===== src/rtl/prbs_ctrl_pkg.sv =====
// Shared definitions for the PRBS7 link test sequencer: state encoding and
// default parameter values also used by the host readout map.
package prbs_ctrl_pkg;

  typedef enum logic [2:0] {
    ST_IDLE       = 3'd0,
    ST_RESET_LINK = 3'd1,
    ST_WAIT_ALIGN = 3'd2,
    ST_SETTLE     = 3'd3,
    ST_MEASURE    = 3'd4,
    ST_DONE       = 3'd5
  } ctrl_state_e;

  localparam int RST_PULSE_DEF     = 8;
  localparam int ALIGN_TIMEOUT_DEF = 4096;
  localparam int SETTLE_CYCLES_DEF = 64;
  localparam int MAX_RETRIES_DEF   = 3;
  localparam int WC_W_DEF          = 32;
  localparam int EC_W_DEF          = 16;

endpackage


===== src/rtl/prbs_link_test_ctrl_sat_counter.sv =====
// Saturating up-counter with synchronous clear; clear has priority over
// increment and the count sticks at all-ones.
module sat_counter #(
  parameter int W = 16
) (
  input  logic         clk,
  input  logic         reset,
  input  logic         clear,
  input  logic         inc,
  output logic [W-1:0] count
);

  logic [W-1:0] count_q;
  logic [W-1:0] count_d;

  always_comb begin
    count_d = count_q;
    if (clear) begin
      count_d = '0;
    end else if (inc && (count_q != '1)) begin
      count_d = count_q + W'(1);
    end
  end

  always_ff @(posedge clk) begin
    if (reset) begin
      count_q <= '0;
    end else begin
      count_q <= count_d;
    end
  end

  assign count = count_q;

endmodule


===== src/rtl/prbs_link_test_ctrl.sv =====
// PRBS7 link bit-error test sequencer: aligner reset, lock wait, settle, then a
// bounded measurement window. Define PRBS_CTRL_RELOCK_EN to retry on lock loss
// during measurement instead of failing immediately.
module prbs_link_test_ctrl
  import prbs_ctrl_pkg::*;
#(
  parameter int RST_PULSE     = RST_PULSE_DEF,
  parameter int ALIGN_TIMEOUT = ALIGN_TIMEOUT_DEF,
  parameter int SETTLE_CYCLES = SETTLE_CYCLES_DEF,
  parameter int MAX_RETRIES   = MAX_RETRIES_DEF,
  parameter int WC_W          = WC_W_DEF,
  parameter int EC_W          = EC_W_DEF
) (
  input  logic            clk,
  input  logic            reset,
  input  logic            start,
  input  logic            abort,
  input  logic [WC_W-1:0] measure_len,
  input  logic [EC_W-1:0] err_threshold,
  input  logic            aligned,
  input  logic            errorFlag,
  output logic            align_reset,
  output logic            check_enable,
  output logic            busy,
  output logic            done,
  output logic            pass,
  output logic            timeout_flag,
  output logic            link_lost,
  output logic [2:0]      state,
  output logic [WC_W-1:0] word_count,
  output logic [EC_W-1:0] error_count,
  output logic [1:0]      retry_count
);

  localparam int TMR_MAX = (ALIGN_TIMEOUT > SETTLE_CYCLES)
                         ? ((ALIGN_TIMEOUT > RST_PULSE) ? ALIGN_TIMEOUT : RST_PULSE)
                         : ((SETTLE_CYCLES > RST_PULSE) ? SETTLE_CYCLES : RST_PULSE);
  localparam int TMR_W = $clog2(TMR_MAX + 1);

  localparam logic [TMR_W-1:0] RST_LAST    = TMR_W'(RST_PULSE - 1);
  localparam logic [TMR_W-1:0] ALIGN_LAST  = TMR_W'(ALIGN_TIMEOUT - 1);
  localparam logic [TMR_W-1:0] SETTLE_LAST = TMR_W'(SETTLE_CYCLES - 1);
  localparam logic [1:0]       RETRY_MAX   = 2'(MAX_RETRIES);

  ctrl_state_e     state_q, state_d;
  logic [TMR_W-1:0] timer_q, timer_d;
  logic [WC_W-1:0] word_count_q, word_count_d;
  logic [WC_W-1:0] len_q, len_d;
  logic [EC_W-1:0] thr_q, thr_d;
  logic [1:0]      retry_count_q, retry_count_d;
  logic            pass_q, pass_d;
  logic            timeout_flag_q, timeout_flag_d;
  logic            link_lost_q, link_lost_d;
  logic            align_reset_q, align_reset_d;
  logic            check_enable_q, check_enable_d;
  logic            busy_q, busy_d;
  logic            done_q, done_d;

  logic            err_clr;
  logic            err_inc;
  logic            retry_req;
  logic            retry_link;
  logic [EC_W-1:0] err_final;

  sat_counter #(.W(EC_W)) u_err_cnt (
    .clk   (clk),
    .reset (reset),
    .clear (err_clr),
    .inc   (err_inc),
    .count (error_count)
  );

  always_comb begin
    state_d        = state_q;
    timer_d        = timer_q;
    word_count_d   = word_count_q;
    len_d          = len_q;
    thr_d          = thr_q;
    retry_count_d  = retry_count_q;
    pass_d         = pass_q;
    timeout_flag_d = timeout_flag_q;
    link_lost_d    = link_lost_q;
    err_clr        = 1'b0;
    err_inc        = 1'b0;
    retry_req      = 1'b0;
    retry_link     = 1'b0;
    // Error total including this cycle's word, needed for the same-cycle verdict.
    err_final      = (errorFlag && (error_count != '1)) ? error_count + EC_W'(1) : error_count;

    unique case (state_q)
      ST_IDLE, ST_DONE: begin
        if (start) begin
          len_d          = measure_len;
          thr_d          = err_threshold;
          word_count_d   = '0;
          retry_count_d  = '0;
          pass_d         = 1'b0;
          timeout_flag_d = 1'b0;
          link_lost_d    = 1'b0;
          err_clr        = 1'b1;
          timer_d        = '0;
          state_d        = ST_RESET_LINK;
        end
      end
      ST_RESET_LINK: begin
        if (timer_q == RST_LAST) begin
          timer_d = '0;
          state_d = ST_WAIT_ALIGN;
        end else begin
          timer_d = timer_q + TMR_W'(1);
        end
      end
      ST_WAIT_ALIGN: begin
        if (aligned) begin
          timer_d = '0;
          state_d = ST_SETTLE;
        end else if (timer_q == ALIGN_LAST) begin
          retry_req = 1'b1;
        end else begin
          timer_d = timer_q + TMR_W'(1);
        end
      end
      ST_SETTLE: begin
        if (!aligned) begin
          retry_req = 1'b1;
        end else if (timer_q == SETTLE_LAST) begin
          timer_d = '0;
          if (len_q == '0) begin
            pass_d  = 1'b1;
            state_d = ST_DONE;
          end else begin
            state_d = ST_MEASURE;
          end
        end else begin
          timer_d = timer_q + TMR_W'(1);
        end
      end
      ST_MEASURE: begin
        if (!aligned) begin
`ifdef PRBS_CTRL_RELOCK_EN
          retry_req  = 1'b1;
          retry_link = 1'b1;
`else
          pass_d      = 1'b0;
          link_lost_d = 1'b1;
          state_d     = ST_DONE;
`endif
        end else begin
          word_count_d = word_count_q + WC_W'(1);
          err_inc      = errorFlag;
          if (word_count_q == len_q - WC_W'(1)) begin
            pass_d  = (err_final <= thr_q);
            state_d = ST_DONE;
          end
        end
      end
      default: state_d = ST_IDLE;
    endcase

    if (retry_req) begin
      if (retry_count_q < RETRY_MAX) begin
        retry_count_d = retry_count_q + 2'd1;
        word_count_d  = '0;
        err_clr       = 1'b1;
        timer_d       = '0;
        state_d       = ST_RESET_LINK;
      end else begin
        pass_d  = 1'b0;
        state_d = ST_DONE;
        if (retry_link) begin
          link_lost_d = 1'b1;
        end else begin
          timeout_flag_d = 1'b1;
        end
      end
    end

    if (abort) begin
      state_d        = ST_IDLE;
      timer_d        = '0;
      word_count_d   = '0;
      len_d          = '0;
      thr_d          = '0;
      retry_count_d  = '0;
      pass_d         = 1'b0;
      timeout_flag_d = 1'b0;
      link_lost_d    = 1'b0;
      err_clr        = 1'b1;
      err_inc        = 1'b0;
    end

    align_reset_d  = (state_d == ST_RESET_LINK);
    check_enable_d = (state_d == ST_MEASURE);
    busy_d         = (state_d != ST_IDLE) && (state_d != ST_DONE);
    done_d         = (state_d == ST_DONE);
  end

  always_ff @(posedge clk) begin
    if (reset) begin
      state_q        <= ST_IDLE;
      timer_q        <= '0;
      word_count_q   <= '0;
      len_q          <= '0;
      thr_q          <= '0;
      retry_count_q  <= '0;
      pass_q         <= 1'b0;
      timeout_flag_q <= 1'b0;
      link_lost_q    <= 1'b0;
      align_reset_q  <= 1'b0;
      check_enable_q <= 1'b0;
      busy_q         <= 1'b0;
      done_q         <= 1'b0;
    end else begin
      state_q        <= state_d;
      timer_q        <= timer_d;
      word_count_q   <= word_count_d;
      len_q          <= len_d;
      thr_q          <= thr_d;
      retry_count_q  <= retry_count_d;
      pass_q         <= pass_d;
      timeout_flag_q <= timeout_flag_d;
      link_lost_q    <= link_lost_d;
      align_reset_q  <= align_reset_d;
      check_enable_q <= check_enable_d;
      busy_q         <= busy_d;
      done_q         <= done_d;
    end
  end

  assign state        = state_q;
  assign word_count   = word_count_q;
  assign retry_count  = retry_count_q;
  assign pass         = pass_q;
  assign timeout_flag = timeout_flag_q;
  assign link_lost    = link_lost_q;
  assign align_reset  = align_reset_q;
  assign check_enable = check_enable_q;
  assign busy         = busy_q;
  assign done         = done_q;

endmodule


===== config.mk =====
export PLATFORM = sky130hd
export DESIGN_NAME = prbs_link_test_ctrl
export DESIGN_NICKNAME = d
export VERILOG_FILES = /design/src/rtl/prbs_ctrl_pkg.sv /design/src/rtl/prbs_link_test_ctrl_sat_counter.sv /design/src/rtl/prbs_link_test_ctrl.sv
export SDC_FILE = /design/constraint.sdc
export NUM_CORES = 1
export LEC_CHECK = 0
export BUFFER_PORTS_ARGS = -buffer_cell sky130_fd_sc_hd__buf_2
export CORE_UTILIZATION = 45
export DETAILED_ROUTE_END_ITERATION = 12
export PLACE_DENSITY = 0.69
export SLEW_MARGIN = 5
export SYNTH_ARGS = -nofsm -noshare
export SYNTH_HDL_FRONTEND = slang
export SYNTH_SLANG_ARGS = --single-unit

===== constraint.sdc =====
create_clock -name clk -period 5.15 [get_ports clk]
set_input_delay 1.03 -clock clk [delete_from_list [all_inputs] [get_ports clk]]
set_output_delay 1.03 -clock clk [all_outputs]
set_load 0.02 [all_outputs]

* Word-level counts from Yosys, hierarchy flattened
Cells that the tools add are included.
** Word-level totals
- Bits in writable memories :: 0
- Latch bits :: 0
- Flip-flop bits (word level) :: 121
- Output and inout bits :: 60
- ROM bits :: 0
- Logic and storage cells :: 108
- Input port bits :: 54
- Memories :: 0
** Cells by class
- Multipliers :: 0
- Add/sub/neg operators :: 5
- Bitwise gates (word level) :: 0
- $lt $le $gt $ge :: 2
- Divide/modulo/power cells :: 0
- Reduce and logical (&&, ||, !) cells :: 12
- Shift-type cells :: 0
- Mux-type cells :: 59
- Equality and inequality tests :: 16
** Operators by type and width (count)
- 2-to-1 mux 32 bit :: 4
- 2-to-1 mux 13 bit :: 8
- case mux 32 bit (2 select lines) :: 1
- case mux 13 bit (4 select lines) :: 1
- adder 32 x 1 -> 32 bit, second input constant :: 1
- equality test 32 bit :: 1
- zero test 32 bit :: 1
- subtractor 32 x 1 -> 32 bit, second input constant :: 1
- 2-to-1 mux 3 bit :: 10
- 2-to-1 mux 1 bit :: 26
- adder 16 x 1 -> 16 bit, second input constant :: 1
- <= comparator 16 bit :: 1
- 2-to-1 mux 16 bit :: 1
- != test 16 bit, second input constant :: 1
- case mux 3 bit (5 select lines) :: 1
- adder 13 x 1 -> 13 bit, second input constant :: 1
- equality test 13 x 12 -> 1 bit, second input constant :: 1
- equality test 13 x 3 -> 1 bit, second input constant :: 1
- equality test 13 x 6 -> 1 bit, second input constant :: 1
- equality test 3 bit, second input constant :: 4
- 2-to-1 mux 2 bit :: 4
- equality test 3 x 1 -> 1 bit, second input constant :: 2
- equality test 3 x 2 -> 1 bit, second input constant :: 2
- OR reduction 2 bit :: 3
- 12 further kinds :: 16

* Longest topological paths before layout
- Word-level depth :: 9
- Gate-level depth with buffers :: 19
- Depth with buffers taken out :: 18

* Modules after synthesis
Synthesis repeated with hierarchy kept, for this count alone.
** Unflattened totals
- Cells, all modules :: 1033
- Area total of the unflattened synthesis :: 7786.2 um2
** Modules (own cells, without submodules)
- prbs_link_test_ctrl :: sequential area each 2102.0 um2, instances 1, cells each 931, area each 6869.1 um2
- sat_counter :: sequential area each 320.3 um2, instances 1, cells each 102, area each 917.1 um2

* Worst setup path after synthesis
OpenSTA, ideal clock, no wires.
- Path kind :: flip-flop to flip-flop
- From :: reg u_err_cnt.count_q[0] (netlist: u_err_cnt.count[0])
- To :: reg pass_q (netlist: pass)
- Period minus slack after synthesis :: 3.772 ns
- Setup time :: 0.062 ns
- Path slack :: 1.378 ns
- Path buffers :: 1
- Data arrival time :: 3.710 ns
- Cell stages (with the launch flop) :: 20
- Required time :: 5.088 ns
- Cell sequence :: dfxtp_1 > ha_1 > and3_1 > and4_1 > and4_1 > and3_1 > a31oi_1 > clkbuf_1 > nand2_1 > xnor2_1 > ha_1 > a21o_1 > a21o_1 > a21oi_1 > o21ai_0 > nand3_1 > a22oi_1 > nor4_1 > nand2_1 > nand3_1
** On the way
- Longest elaborated chain between the ends :: 9
- Elaborated cells between the ends (all ways) :: 10
- Those cells by class :: add/sub (1); order compare (1); eq/ne (1); mux (6); reduce/logical (1)
** RTL lines
- start: declaration :: line prbs_link_test_ctrl_sat_counter.sv:13 : logic [W-1:0] count_q;
- start signal: assignment :: line prbs_link_test_ctrl_sat_counter.sv:29 : count_q <= count_d;
- branches (longest 2 deep; another with adder 16 x 1 -> 16 bit)
- 2-to-1 mux 16 bit * :: line prbs_link_test_ctrl.sv:88 : err_final = (errorFlag && (error_count != '1)) ? error_count + EC_W'(1) : error_count;
- <= comparator 16 bit * :: line prbs_link_test_ctrl.sv:152 : pass_d = (err_final <= thr_q);
- 2-to-1 mux 1 bit * :: line prbs_link_test_ctrl.sv:151 : if (word_count_q == len_q - WC_W'(1)) begin
- 2-to-1 mux 1 bit * :: line prbs_link_test_ctrl.sv:139 : if (!aligned) begin
- case mux 1 bit (3 select lines) * :: line prbs_link_test_ctrl.sv:90 : unique case (state_q)
- 2-to-1 mux 1 bit :: line prbs_link_test_ctrl.sv:161 : if (retry_count_q < RETRY_MAX) begin
- 2-to-1 mux 1 bit * :: line prbs_link_test_ctrl.sv:160 : if (retry_req) begin
- end signal: assignment :: line prbs_link_test_ctrl.sv:220 : pass_q <= pass_d;
- end: declaration :: line prbs_link_test_ctrl.sv:51 : logic pass_q, pass_d;
Mark *: on every way between the ends.
A chain may end at the register's enable or synchronous reset.

* Worst setup path in the final report
Ends and elaborated chain as after synthesis.

==> metrics.yaml <==
status:
  status: "finished clean"
grt:
  grt.total_usage: 0.248
  grt_overflow_total: 0
  grt_pass1_vias: 6500
  grt_pass1_wl_um: 32400
  grt_max_degree: 59
  antenna_found_initial: 3
floorplanning:
  fp.dieH_um: 129
  die_w_um: 129
  die_area_um2: 16700
  start_util: 0.461
  num_rows: 46
  coreArea_um2: 15800
  ios: 114
critical_path:
  critPathLaunchType: "flop"
  worstRegToRegCells: 19
  endpoint_kind: "flop"
  r2r_end: "pass$_SDFF_PP0_"
  crit_fanout: 13
  critPathSlowestCell: "dfxtp_1"
  arrival_ps: 4120
  slowest_delay_ps: 360
  r2r_setup_slack_ps: 1400
  path_cells: "ha_1, and3_1, and4_1, and4_1, and3_1, a31oi_1, buf_4, nand2_1, xnor2_1, ha_1, a21o_1, a21o_1, a21oi_1, o21ai_0, nand3_1, a22oi_1, nor4_1, nand2_1, nand3_1"
  crit_type: "reg -> reg"
  worstPathRequired_ps: 5510
  reg2reg_from: "u_err_cnt.count[0]$_SDFFE_PP0P_"
detailed_routing:
  vias: 7368
  drt-wirelength-per-cell_um: 15.3
  ant_nets: 0
  firstDrtPassIters: 5
  dr.first_iter.drc_count: 432
  drc: 0
  routed_wl_um: 20100
  viasPerCell: 5.59
power_and_ir_drop:
  switching_share: 0.259
  p_per_area_nw_per_um2: 285
  p_seq_frac: 0.395
  p_switching_w: 0.000634
  comb_power_share: 0.107
  intPower_w: 0.00182
  leakagePower_nw: 3.37
  clkPwrFrac: 0.498
  ir_worst_vdd_mv: 0.232
flow_run:
  drv_cap: 0
synth:
  synth.avg_cell_area_um2: 7.28
  ys_ff_latch: 121
  synth_seq_area_share: 0.332
  ys_types: 66
  synth_fp_nets: 1076
  netlist_area_um2: 7290
  synth_edf_count: 0
  ys.flop_type: "dfxtp_1"
  yosys_warnings: 0
  netlist_instances: 1001
  async_flop_share: 0
placement:
  io_buffers: 113
  place_ws_ps: 1450
  dpl.hpwl_um: 14600
  place_congestion: 0.929
timing:
  slew_viol_final: 0
  rsz0062_at_grt: "no"
  setup_ws_ps: 1400
  finalCritPeriodShare: 0.729
  min_period_ps: 3750
  clock_skew_ps: 9.94
  timing.hold.ws_ps: 455
  relSlewSlack: 0.403
  worst_pin_slew_ps: 895
  tns_ps: 0
  setup_viol: 0
  hold_violations: 0
  clock.fmax_mhz: 266
cells_and_area:
  drive_gt1_frac: 0.156
  multiInputGateArea_um2: 4560
  synthToLayoutAreaGrowth_pct: 17.7
  nets: 1162
  register_area_um2: 2420
  final_cell_mix: "nand2_1 (194), dfxtp_1 (121), buf_2 (113), nor2_1 (103), a21oi_1 (91)"
  final_common_cell: "nand2_1"
  fillers: 1563
  post-route-util: 0.542
clocking:
  cts_buffer_depth: 2
  cts_tree: "built"
  post_cts_resized: 0
  cts.sinks: 121
  postCtsHoldBufs: 0
  clk_latency_ps: 430
  htreeDepth: 4
  cts-root-buf: "clkbuf_16"
  post-cts-setup-buffers: 0
  path_clk_slew_ps: 60
  cts_made_buffers: 17
hold_path:
  min_to: "thr_q[4]$_SDFFE_PP0P_"
  hp-class: "reg -> reg"
  hold_path_depth: 2
  min-delay-start: "thr_q[4]$_SDFFE_PP0P_"
[metal layers]
metal / part of all wire / track usage / routed length (µm)
met1: 0.44 / 0.312 / 8930
met2: 0.47 / 0.404 / 9440
met3: 0.066 / 0.0673 / 1340
met4: 0.019 / 0.0955 / 391
met5: 0.0014 / 0 / 29
[worst max-delay path, delay by kind of cell, from the launching register on]
| family | cells | cell delay (ps) |
|---|---|---|
| adders and majority gates | 2 | 540 |
| xor gates and xnor gates | 1 | 130 |
| DFF | 1 | 360 |
| AOI/OAI and AO/OA | 6 | 930 |
| buffers and inverters | 1 | 240 |
| and+or+nand+nor | 9 | 1500 |
[metrics by stage]
step / std cells / area, µm² / power, W
finish: 1317 / 8580 / 0.00245
floorplan: 1001 / 7290 / 0.00117
global placement: 1284 / 7980 / 0.00124
global route: 1316 / 8580 / 0.00254
CTS: 1316 / 8580 / 0.00246
detailed placement: 1284 / 7980 / 0.00125
[flip-flops by register name, indices dropped and copies added (netlist names), 2 cells and up]
register	cells
len_q	32
word_count	32
thr_q	16
u_err_cnt.count	16
timer_q	13
state	3
retry_count	2
[cells by family (layout without fill, tap and decap cells)]
| group | Yosys count | count (layout) | share of synthesized area |
|---|---|---|---|
| muxes | 1 | 1 | 0.00137 |
| buffers and inverters | 81 | 180 | 0.0429 |
| AOI/OAI and AO/OA | 214 | 214 | 0.179 |
| xor gates and xnor gates | 73 | 73 | 0.0877 |
| other | 0 | 1 | 0 |
| DFF | 121 | 121 | 0.332 |
| and+or+nand+nor | 490 | 490 | 0.321 |
| adders and majority gates | 21 | 21 | 0.0360 |
[synthesized netlist by cell type (16+ instances only)]
cell type  instances  area share
ha_1              21       0.036
nand3_1           43       0.030
dfxtp_1          121        0.33
nand4_1           25       0.021
a21oi_1           91       0.062
nor3_1            32       0.022
nor4_1            17       0.015
inv_1             27       0.014
xor2_1            31       0.037
nand2_1          194        0.10
o21ai_0           43       0.030
nor2_1           103       0.053
xnor2_1           42       0.050
clkbuf_1          49       0.025
and3_1            16       0.014
[final cells by class]
type | instances | share of cell area
diodes | 1 | 0.000292
clock buffers | 19 | 0.0505
clock inverters | 13 | 0.0198
inverters | 27 | 0.0118
multi-input cells | 799 | 0.531
flip-flops and latches | 121 | 0.282
well taps | 216 | 0.0315
repair buffers | 121 | 0.0729
[power groups by stage]
stage               Combinational [W]  Clock, W  Sequential, W
global placement             0.000258         0       0.000986
detailed placement           0.000260         0       0.000986
floorplan                    0.000192         0       0.000980
global route                 0.000293   0.00128       0.000968
finish                       0.000263   0.00122       0.000966
CTS                          0.000261   0.00124       0.000966
[how the worst max path moves through the flow]
stage	to	start	cells after the start	slack, ps
after floorplan	pass$_SDFF_PP0_	u_err_cnt.count[0]$_SDFFE_PP0P_	19	1380
after global placement	pass$_SDFF_PP0_	u_err_cnt.count[0]$_SDFFE_PP0P_	19	1550
after detailed placement	pass$_SDFF_PP0_	u_err_cnt.count[0]$_SDFFE_PP0P_	19	1450
after CTS	pass$_SDFF_PP0_	u_err_cnt.count[0]$_SDFFE_PP0P_	19	1420
after global routing	pass$_SDFF_PP0_	u_err_cnt.count[0]$_SDFFE_PP0P_	19	1060
final	pass$_SDFF_PP0_	u_err_cnt.count[0]$_SDFFE_PP0P_	19	1400
No activity file was read; power rests on OpenSTA's default activity.
